**src/rtl/ofifo_drain_pkg.sv**
```systemverilog
// Shared types and constants for the output-FIFO drain controller.
// Holds the lane geometry, read latency, state encodings and launch config.
package ofifo_drain_pkg;

    localparam int unsigned COL    = 8;
    localparam int unsigned BW     = 4;
    localparam int unsigned ADDR_W = 11;
    localparam int unsigned RD_LAT = 2;
    localparam int unsigned DATA_W = COL * BW;
    localparam int unsigned LAT_W  = $clog2(RD_LAT + 1);

    localparam logic [2:0] ST_IDLE       = 3'd0;
    localparam logic [2:0] ST_WAIT_VALID = 3'd1;
    localparam logic [2:0] ST_ISSUE      = 3'd2;
    localparam logic [2:0] ST_WAIT_DATA  = 3'd3;
    localparam logic [2:0] ST_WRITE      = 3'd4;
    localparam logic [2:0] ST_DONE       = 3'd5;

    typedef enum logic [2:0] {
        S_IDLE       = ST_IDLE,
        S_WAIT_VALID = ST_WAIT_VALID,
        S_ISSUE      = ST_ISSUE,
        S_WAIT_DATA  = ST_WAIT_DATA,
        S_WRITE      = ST_WRITE,
        S_DONE       = ST_DONE
    } state_e;

    // Job parameters latched at launch and held for the whole drain.
    typedef struct packed {
        logic [ADDR_W-1:0] num_words;
        logic              relu_en;
    } cfg_t;

    // The capture is timed by a down-counter, so a zero latency cannot work.
    function automatic bit rd_lat_ok(input int unsigned lat);
        return lat >= 1;
    endfunction

endpackage

```
**src/rtl/ofifo_drain_if.sv**
```systemverilog
// Launch, output-FIFO read side and psum-SRAM write side of the drain block.
// master is the drain controller; slave is its environment.
interface ofifo_drain_if;
    import ofifo_drain_pkg::*;

    logic              start;
    logic [ADDR_W-1:0] num_words;
    logic [ADDR_W-1:0] base_addr;
    logic              relu_en;
    logic              fifo_valid;
    logic [DATA_W-1:0] fifo_data;
    logic              fifo_rd;
    logic              sram_cen;
    logic              sram_wen;
    logic [ADDR_W-1:0] sram_addr;
    logic [DATA_W-1:0] sram_d;
    logic              busy;
    logic              done;

    modport master (
        input  start, num_words, base_addr, relu_en, fifo_valid, fifo_data,
        output fifo_rd, sram_cen, sram_wen, sram_addr, sram_d, busy, done
    );

    modport slave (
        output start, num_words, base_addr, relu_en, fifo_valid, fifo_data,
        input  fifo_rd, sram_cen, sram_wen, sram_addr, sram_d, busy, done
    );

endinterface

```
**src/rtl/ofifo_drain_relu_lane.sv**
```systemverilog
// Single-lane ReLU: clamps a negative two's-complement lane to zero when enabled.
module relu_lane #(
    parameter int unsigned bw = 4
) (
    input  logic          en,
    input  logic [bw-1:0] din,
    output logic [bw-1:0] dout_c
);

    always_comb begin
        dout_c = din;
        if (en && din[bw-1]) begin
            dout_c = '0;
        end
    end

endmodule

```
**src/rtl/ofifo_drain.sv**
```systemverilog
// Drains complete rows from the output FIFO into consecutive psum-SRAM words,
// one outstanding read at a time, with an optional per-lane ReLU on the way.
module ofifo_drain
    import ofifo_drain_pkg::*;
(
    input  logic          clk,
    input  logic          reset,
    ofifo_drain_if.master bus
);

    if (!rd_lat_ok(RD_LAT)) begin : g_rd_lat_chk
        $error("ofifo_drain: RD_LAT must be at least 1");
    end

    state_e            state_q, state_d;
    cfg_t              cfg_q, cfg_d;
    logic [ADDR_W-1:0] idx_q, idx_d;
    logic [ADDR_W-1:0] addr_q, addr_d;
    logic [LAT_W-1:0]  lat_q, lat_d;
    logic [DATA_W-1:0] cap_q, cap_d;
    logic              fifo_rd_q, fifo_rd_d;
    logic              wr_n_q, wr_n_d;
    logic              busy_q, busy_d;
    logic              done_q, done_d;
    logic [DATA_W-1:0] relu_word;

    // Next-state, counters and capture; output flops follow the next state.
    always_comb begin
        state_d = state_q;
        cfg_d   = cfg_q;
        idx_d   = idx_q;
        addr_d  = addr_q;
        lat_d   = lat_q;
        cap_d   = cap_q;

        unique case (state_q)
            S_IDLE: begin
                if (bus.start) begin
                    if (bus.num_words != '0) begin
                        cfg_d.num_words = bus.num_words;
                        cfg_d.relu_en   = bus.relu_en;
                        idx_d           = '0;
                        addr_d          = bus.base_addr;
                        state_d         = S_WAIT_VALID;
                    end else begin
                        state_d = S_DONE;
                    end
                end
            end
            S_WAIT_VALID: begin
                if (bus.fifo_valid) begin
                    state_d = S_ISSUE;
                end
            end
            S_ISSUE: begin
                lat_d   = LAT_W'(RD_LAT);
                state_d = S_WAIT_DATA;
            end
            S_WAIT_DATA: begin
                // Data is taken purely by latency count; fifo_valid is ignored here.
                if (lat_q == LAT_W'(1)) begin
                    cap_d   = bus.fifo_data;
                    state_d = S_WRITE;
                end else begin
                    lat_d = lat_q - LAT_W'(1);
                end
            end
            S_WRITE: begin
                idx_d   = idx_q + ADDR_W'(1);
                addr_d  = addr_q + ADDR_W'(1);
                state_d = (idx_d == cfg_q.num_words) ? S_DONE : S_WAIT_VALID;
            end
            S_DONE: begin
                state_d = S_IDLE;
            end
            default: begin
                state_d = S_IDLE;
            end
        endcase

        fifo_rd_d = (state_d == S_ISSUE);
        wr_n_d    = (state_d != S_WRITE);
        busy_d    = (state_d != S_IDLE);
        done_d    = (state_d == S_DONE);
    end

    always_ff @(posedge clk) begin
        if (reset) begin
            state_q   <= S_IDLE;
            cfg_q     <= '0;
            idx_q     <= '0;
            addr_q    <= '0;
            lat_q     <= '0;
            cap_q     <= '0;
            fifo_rd_q <= 1'b0;
            wr_n_q    <= 1'b1;
            busy_q    <= 1'b0;
            done_q    <= 1'b0;
        end else begin
            state_q   <= state_d;
            cfg_q     <= cfg_d;
            idx_q     <= idx_d;
            addr_q    <= addr_d;
            lat_q     <= lat_d;
            cap_q     <= cap_d;
            fifo_rd_q <= fifo_rd_d;
            wr_n_q    <= wr_n_d;
            busy_q    <= busy_d;
            done_q    <= done_d;
        end
    end

    for (genvar i = 0; i < COL; i++) begin : g_relu
        relu_lane #(.bw(BW)) u_relu_lane (
            .en     (cfg_q.relu_en),
            .din    (cap_q[i*BW +: BW]),
            .dout_c (relu_word[i*BW +: BW])
        );
    end

    // addr_q already holds base+idx while in WRITE; it advances on the way out.
    assign bus.fifo_rd   = fifo_rd_q;
    assign bus.sram_cen  = wr_n_q;
    assign bus.sram_wen  = wr_n_q;
    assign bus.sram_addr = addr_q;
    assign bus.sram_d    = relu_word;
    assign bus.busy      = busy_q;
    assign bus.done      = done_q;

endmodule

```
**src/flat_wrapper.sv**
```systemverilog
// flat-port wrapper written by rule: the top's interface ports become plain ports
module ofifo_drain_flat import ofifo_drain_pkg::*;
  (clk, reset, bus_start, bus_num_words, bus_base_addr, bus_relu_en, bus_fifo_valid, bus_fifo_data, bus_fifo_rd, bus_sram_cen, bus_sram_wen, bus_sram_addr, bus_sram_d, bus_busy, bus_done);
  ofifo_drain_if bus_i ();
  input  logic clk;
  input  logic reset;
  input wire logic [$bits(bus_i.start)-1:0] bus_start;
  input wire logic [$bits(bus_i.num_words)-1:0] bus_num_words;
  input wire logic [$bits(bus_i.base_addr)-1:0] bus_base_addr;
  input wire logic [$bits(bus_i.relu_en)-1:0] bus_relu_en;
  input wire logic [$bits(bus_i.fifo_valid)-1:0] bus_fifo_valid;
  input wire logic [$bits(bus_i.fifo_data)-1:0] bus_fifo_data;
  output wire logic [$bits(bus_i.fifo_rd)-1:0] bus_fifo_rd;
  output wire logic [$bits(bus_i.sram_cen)-1:0] bus_sram_cen;
  output wire logic [$bits(bus_i.sram_wen)-1:0] bus_sram_wen;
  output wire logic [$bits(bus_i.sram_addr)-1:0] bus_sram_addr;
  output wire logic [$bits(bus_i.sram_d)-1:0] bus_sram_d;
  output wire logic [$bits(bus_i.busy)-1:0] bus_busy;
  output wire logic [$bits(bus_i.done)-1:0] bus_done;
  assign bus_i.start = bus_start;
  assign bus_i.num_words = bus_num_words;
  assign bus_i.base_addr = bus_base_addr;
  assign bus_i.relu_en = bus_relu_en;
  assign bus_i.fifo_valid = bus_fifo_valid;
  assign bus_i.fifo_data = bus_fifo_data;
  assign bus_fifo_rd = bus_i.fifo_rd;
  assign bus_sram_cen = bus_i.sram_cen;
  assign bus_sram_wen = bus_i.sram_wen;
  assign bus_sram_addr = bus_i.sram_addr;
  assign bus_sram_d = bus_i.sram_d;
  assign bus_busy = bus_i.busy;
  assign bus_done = bus_i.done;
  ofifo_drain u_core (.clk(clk), .reset(reset), .bus(bus_i));
endmodule
```
**config.mk**
```make
export PLATFORM = sky130hd
export DESIGN_NAME = ofifo_drain_flat
export DESIGN_NICKNAME = d
export VERILOG_FILES = /design/src/rtl/ofifo_drain_pkg.sv /design/src/rtl/ofifo_drain_if.sv /design/src/rtl/ofifo_drain_relu_lane.sv /design/src/rtl/ofifo_drain.sv /design/src/flat_wrapper.sv
export SDC_FILE = /design/constraint.sdc
export NUM_CORES = 1
export LEC_CHECK = 0
export BUFFER_PORTS_ARGS = -buffer_cell sky130_fd_sc_hd__buf_2
export CAP_MARGIN = 0
export CORE_MARGIN = 5
export CORE_UTILIZATION = 47
export DETAILED_ROUTE_END_ITERATION = 12
export PLACE_DENSITY = 0.81
export SLEW_MARGIN = 15
export SYNTH_ARGS = -nofsm -noshare
export SYNTH_HDL_FRONTEND = slang
export SYNTH_SLANG_ARGS = --single-unit
```
**constraint.sdc**
```tcl
create_clock -name clk -period 2 [get_ports clk]
set_input_delay 0.1 -clock clk [delete_from_list [all_inputs] [get_ports clk]]
set_output_delay 0.1 -clock clk [all_outputs]
set_load 0.005 [all_outputs]
```
==> results_tabular.tex <==
\begin{tabular}{lr}
\hline
Metric & Value \\
\hline
\multicolumn{2}{l}{\textbf{Critical path}} \\
Critical-path cell with the highest stage delay & sky130\_fd\_sc\_hd\_\_or3b\_1 \\
Startpoint of the most critical register-to-register path & u\_core.state\_q[1] \\
Critical path launch point type & flop \\
Buf+Inv Stages, Crit Path & 0 \\
CP max FO & 5 \\
Worst EP arrival & 2.12 ns \\
Critical Path, Cell by Cell & or3b\_1 -> nor4\_2 -> o211ai\_1 -> nor4\_2 -> a21o\_2 -> nand2\_1 \\
Worst setup path startpoint & u\_core.state\_q[1] \\
Data required time at the worst endpoint & 2.23 ns \\
Cell family with most CP delay & simple AND/OR/NAND/NOR gates \\
Worst path max stage delay & 0.41 ns \\
Worst path most repeated cell & sky130\_fd\_sc\_hd\_\_nor4\_2 \\
Worst Path Class, Setup & flop to flop \\
Cell count of the worst reg-to-reg path & 6 \\
CP Capture Type & flop \\
R2r endpoint & u\_core.bus.sram\_cen \\
Register-to-register setup slack & 0.11 ns \\
Logic depth of the worst setup path including buffers & 6 \\
Critical path capture point & u\_core.bus.sram\_cen \\
\multicolumn{2}{l}{\textbf{Timing}} \\
Shortest period the worst path allows & 1.89 ns \\
Highest clock frequency the design can meet & 529 MHz \\
Transition time at the pin with the least slew margin & 0.614 ns \\
Fin. Hold Viols & 0 \\
Clock Skew & 0.00874 ns \\
Part of the cycle the worst path needs & 94.5\% \\
Worst slew margin relative to its limit & 59.0\% \\
Final setup violation count & 0 \\
Number of slew-limit violations in the final report & 0 \\
RSZ-0062 raised after global routing & no \\
Total negative setup slack & 0 ns \\
\multicolumn{2}{l}{\textbf{Clock tree}} \\
CTS max path bufs & 2 \\
Level count of the clock H-tree & 3 \\
Number of CTS-inserted buffers & 9 \\
Clock transition time at the flip-flop clock pins of the worst setup and hold paths & 0.08 ns \\
CTS Root Cell & sky130\_fd\_sc\_hd\_\_clkbuf\_8 \\
Clk\_lat worst skew & 0.36 ns \\
TritonCTS clock tree & yes \\
Number of buffers added for setup after CTS & 0 \\
Clock Sinks & 75 \\
\multicolumn{2}{l}{\textbf{Drt}} \\
Average wire length per cell after detail routing & 14.7 um \\
Drt via density & 5.37 \\
Wirelength, routed & 10.7 mm \\
Detailed Route Iter0 Violations & 293 \\
First drt pass iteration count & 5 \\
DRC violations left & 0 \\
Via total after detailed routing & 3909 \\
Post-DRT Antenna Nets & 0 \\
\multicolumn{2}{l}{\textbf{Power}} \\
Switching Power & 0.000879 W \\
Worst voltage drop across the vdd grid & 473 uV \\
Total power per unit cell area & 677 mW/mm\^{}2 \\
Power share of the clock group & 40.2\% \\
Switching power as a share of total power & 26.2\% \\
Part of the total power dissipated in combinational logic & 12.3\% \\
Share of total power in sequential cells & 47.6\% \\
Internal power summed over all cells & 0.00248 W \\
Pleak & 2.01 nW \\
\multicolumn{2}{l}{\textbf{Synthesis}} \\
Cells after Synth & 478 \\
Share of synthesized area occupied by flip-flops and latches & 41.3\% \\
Net count of the mapped netlist & 540 \\
Total number of yosys warnings & 0 \\
Number of flip-flops and latches in the synthesized netlist & 75 \\
Post-Synthesis Mean Instance Area & 7.60 sq um \\
Cell area after technology mapping & 0.00363 sq mm \\
Library cells used by synthesis & 50 \\
\multicolumn{2}{l}{\textbf{GRT}} \\
Total track usage & 22.0\% \\
Global-route wire length before repair & 17.6 mm \\
Number of global-route vias before repair & 3835 \\
Sum of overflow across all layers after global routing & 0 \\
Largest net degree at the start of global routing & 51 \\
Initial antenna violation count & 0 \\
\multicolumn{2}{l}{\textbf{Outcome}} \\
Outcome & finished clean \\
\multicolumn{2}{l}{\textbf{Place}} \\
Weighted congestion reported at the end of routability-driven placement & 0.864 \\
Number of buffer cells added on primary ports & 106 \\
Estimated wirelength of the detail-placed design & 7.13 mm \\
\multicolumn{2}{l}{\textbf{Finish}} \\
Utilization after layout & 65.0\% \\
Total area of multi-input combinational cells & 0.00201 sq mm \\
Fill cells & 620 \\
Leading cell types in the layout, fill and taps excluded & sky130\_fd\_sc\_hd\_\_nand2\_1, sky130\_fd\_sc\_hd\_\_buf\_2, sky130\_fd\_sc\_hd\_\_dfxtp\_1, sky130\_fd\_sc\_hd\_\_a21oi\_1, sky130\_fd\_sc\_hd\_\_dlygate4sd3\_1 \\
Number of diodes added for antenna fixing & 0 \\
Area added between synthesis and finish & 36.7\% \\
Most common cell after layout, fill and taps aside & sky130\_fd\_sc\_hd\_\_nand2\_1 \\
FF+latch area & 0.00151 sq mm \\
Fraction of layout instances using a drive strength above 1 & 25.7\% \\
Fin nets & 683 \\
\multicolumn{2}{l}{\textbf{Worst hold path}} \\
Kind of path behind the tightest hold check & input pin to flop \\
\multicolumn{2}{l}{\textbf{Floorplan}} \\
Starting utilization of the core area & 47.5\% \\
X dimension of the die & 97.9 um \\
Die area & 0.00959 sq mm \\
Placeable core region & 0.00765 sq mm \\
Ports placed on the boundary & 107 \\
Die height & 97.9 um \\
FP Rows & 32 \\
\multicolumn{2}{l}{\textbf{Flow run}} \\
\# Max-Cap Violations & 0 \\
\hline
\end{tabular}
state kept, by name, summed over array words and instances, names as in the netlist:
register / cells
u_core.lat_q: 2
u_core.bus.sram_cen: 1
u_core.cap_q: 32
u_core.bus.done: 1
u_core.bus.busy: 1
u_core.cfg_q: 12
u_core.bus.sram_addr: 11
u_core.idx_q: 11
u_core.bus.fifo_rd: 1
u_core.state_q: 3
how the worst min path moves through the flow:
| stage | start | endpoint | slack (ns) | cells past startpoint |
|---|---|---|---|---|
| 2_1_floorplan | reset | u_core.state_q[1] | 0.18 | 1 |
| 3_3_place_gp | bus_fifo_data[16] | u_core.cap_q[16] | 0.34 | 3 |
| 3_5_place_dp | bus_fifo_data[29] | u_core.cap_q[29] | 0.35 | 3 |
| 4_1_cts | bus_num_words[10] | u_core.cfg_q[11] | 0.001 | 3 |
| 5_1_grt | bus_base_addr[3] | u_core.bus.sram_addr[3] | 0.01 | 2 |
| 6_report | bus_relu_en | u_core.cfg_q[0] | 0.01 | 3 |
metrics by stage:
stage | area, sq um | worst slack (ns) | hold slack, ns | std cells | power, W
3_5_place_dp | 4290 | 0.0905 | 0.348 | 672 | 0.00197
6_report | 4970 | 0.110 | 0.00960 | 728 | 0.00336
5_1_grt | 4970 | 0.00933 | 0.0140 | 728 | 0.00350
4_1_cts | 4920 | 0.0721 | 0.000982 | 728 | 0.00338
3_3_place_gp | 4290 | 0.142 | 0.341 | 672 | 0.00196
2_1_floorplan | 3640 | 0.0266 | 0.184 | 478 | 0.00181
Yosys cell counts (all sizes together):
library cell	n	area share (%)
nand2	113	12
dfxtp	75	41
a21oi	67	9.2
nor2	29	3.0
and2	27	4.6
clkbuf	24	2.5
nor3	17	2.5
o21ai	13	1.8
nor2b	12	2.1
xnor2	10	2.4
buf	9	1.5
nand2b	9	1.5
nand3	9	1.4
o32ai	6	1.4
xor2	6	1.4
inv	5	0.52
nor4	5	1.2
a22oi	4	0.83
a311oi	4	0.96
nand4	4	0.69
ha	3	1.0
a211oi	2	0.41
a31oi	2	0.34
nor4b	2	0.89
o211ai	2	0.41
o31ai	2	0.41
or3	2	0.34
a2111oi	1	0.24
a21o	1	0.24
a221oi	1	0.24
a41oi	1	0.24
and2b	1	0.21
nand3b	1	0.21
o2111ai	1	0.24
o21a	1	0.21
o21ba	1	0.28
o21bai	1	0.21
o221a	1	0.31
o41ai	1	0.24
or2	1	0.17
or3b	1	0.24
or4	1	0.21
layer usage:
| layer | GRT usage [%] | vias to the layer above | routed length, um |
|---|---|---|---|
| li1 | - | 1908 | - |
| met1 | 26.8 | 1809 | 4380 |
| met2 | 36.3 | 152 | 5300 |
| met3 | 4.57 | 40 | 618 |
| met4 | 12.2 | 0 | 406 |
| met5 | 0 | - | 0 |
worst reg2reg max path, delay by kind of cell, from the launching register on:
| kind | cells | cell delay [ns] |
|---|---|---|
| AO/OA/AOI/OAI | 2 | 0.34 |
| AND/OR/NAND/NOR | 4 | 1.07 |
| flip-flops | 1 | 0.36 |
power by group through the flow:
stage               combinational (W)  sequential (W)  clock, W
global placement             0.000332         0.00163         0
CTS                          0.000403         0.00160   0.00138
floorplan                    0.000200         0.00161         0
global route                 0.000453         0.00161   0.00144
detailed placement           0.000340         0.00163         0
finish                       0.000413         0.00160   0.00135
kinds of logic after synthesis:
logic type                 share of synthesized area, %
DFF                                                41.3
xor gates and xnor gates                           3.86
and+or+nand+nor                                    30.9
buffers and inverters                              4.58
AOI/OAI and AO/OA                                  18.3
adders and majority gates                          1.03
area by class of cell:
type                    instances  area share (%)
repair buffers                165            21.6
inverters                       5           0.378
flip-flops and latches         75            30.4
clock inverters                 7            2.17
well taps                     102            2.57
multi-input cells             365            40.4
clock buffers                   9            2.49
repair_timing:
item | 4_1_cts | 5_1_grt
gates resized for setup | 0 | 11
setup endpoints to repair | 0 | 18
hold endpoints to repair | 40 | 0
hold buffers | 40 | 0
Power figures use the tool's default switching activity.
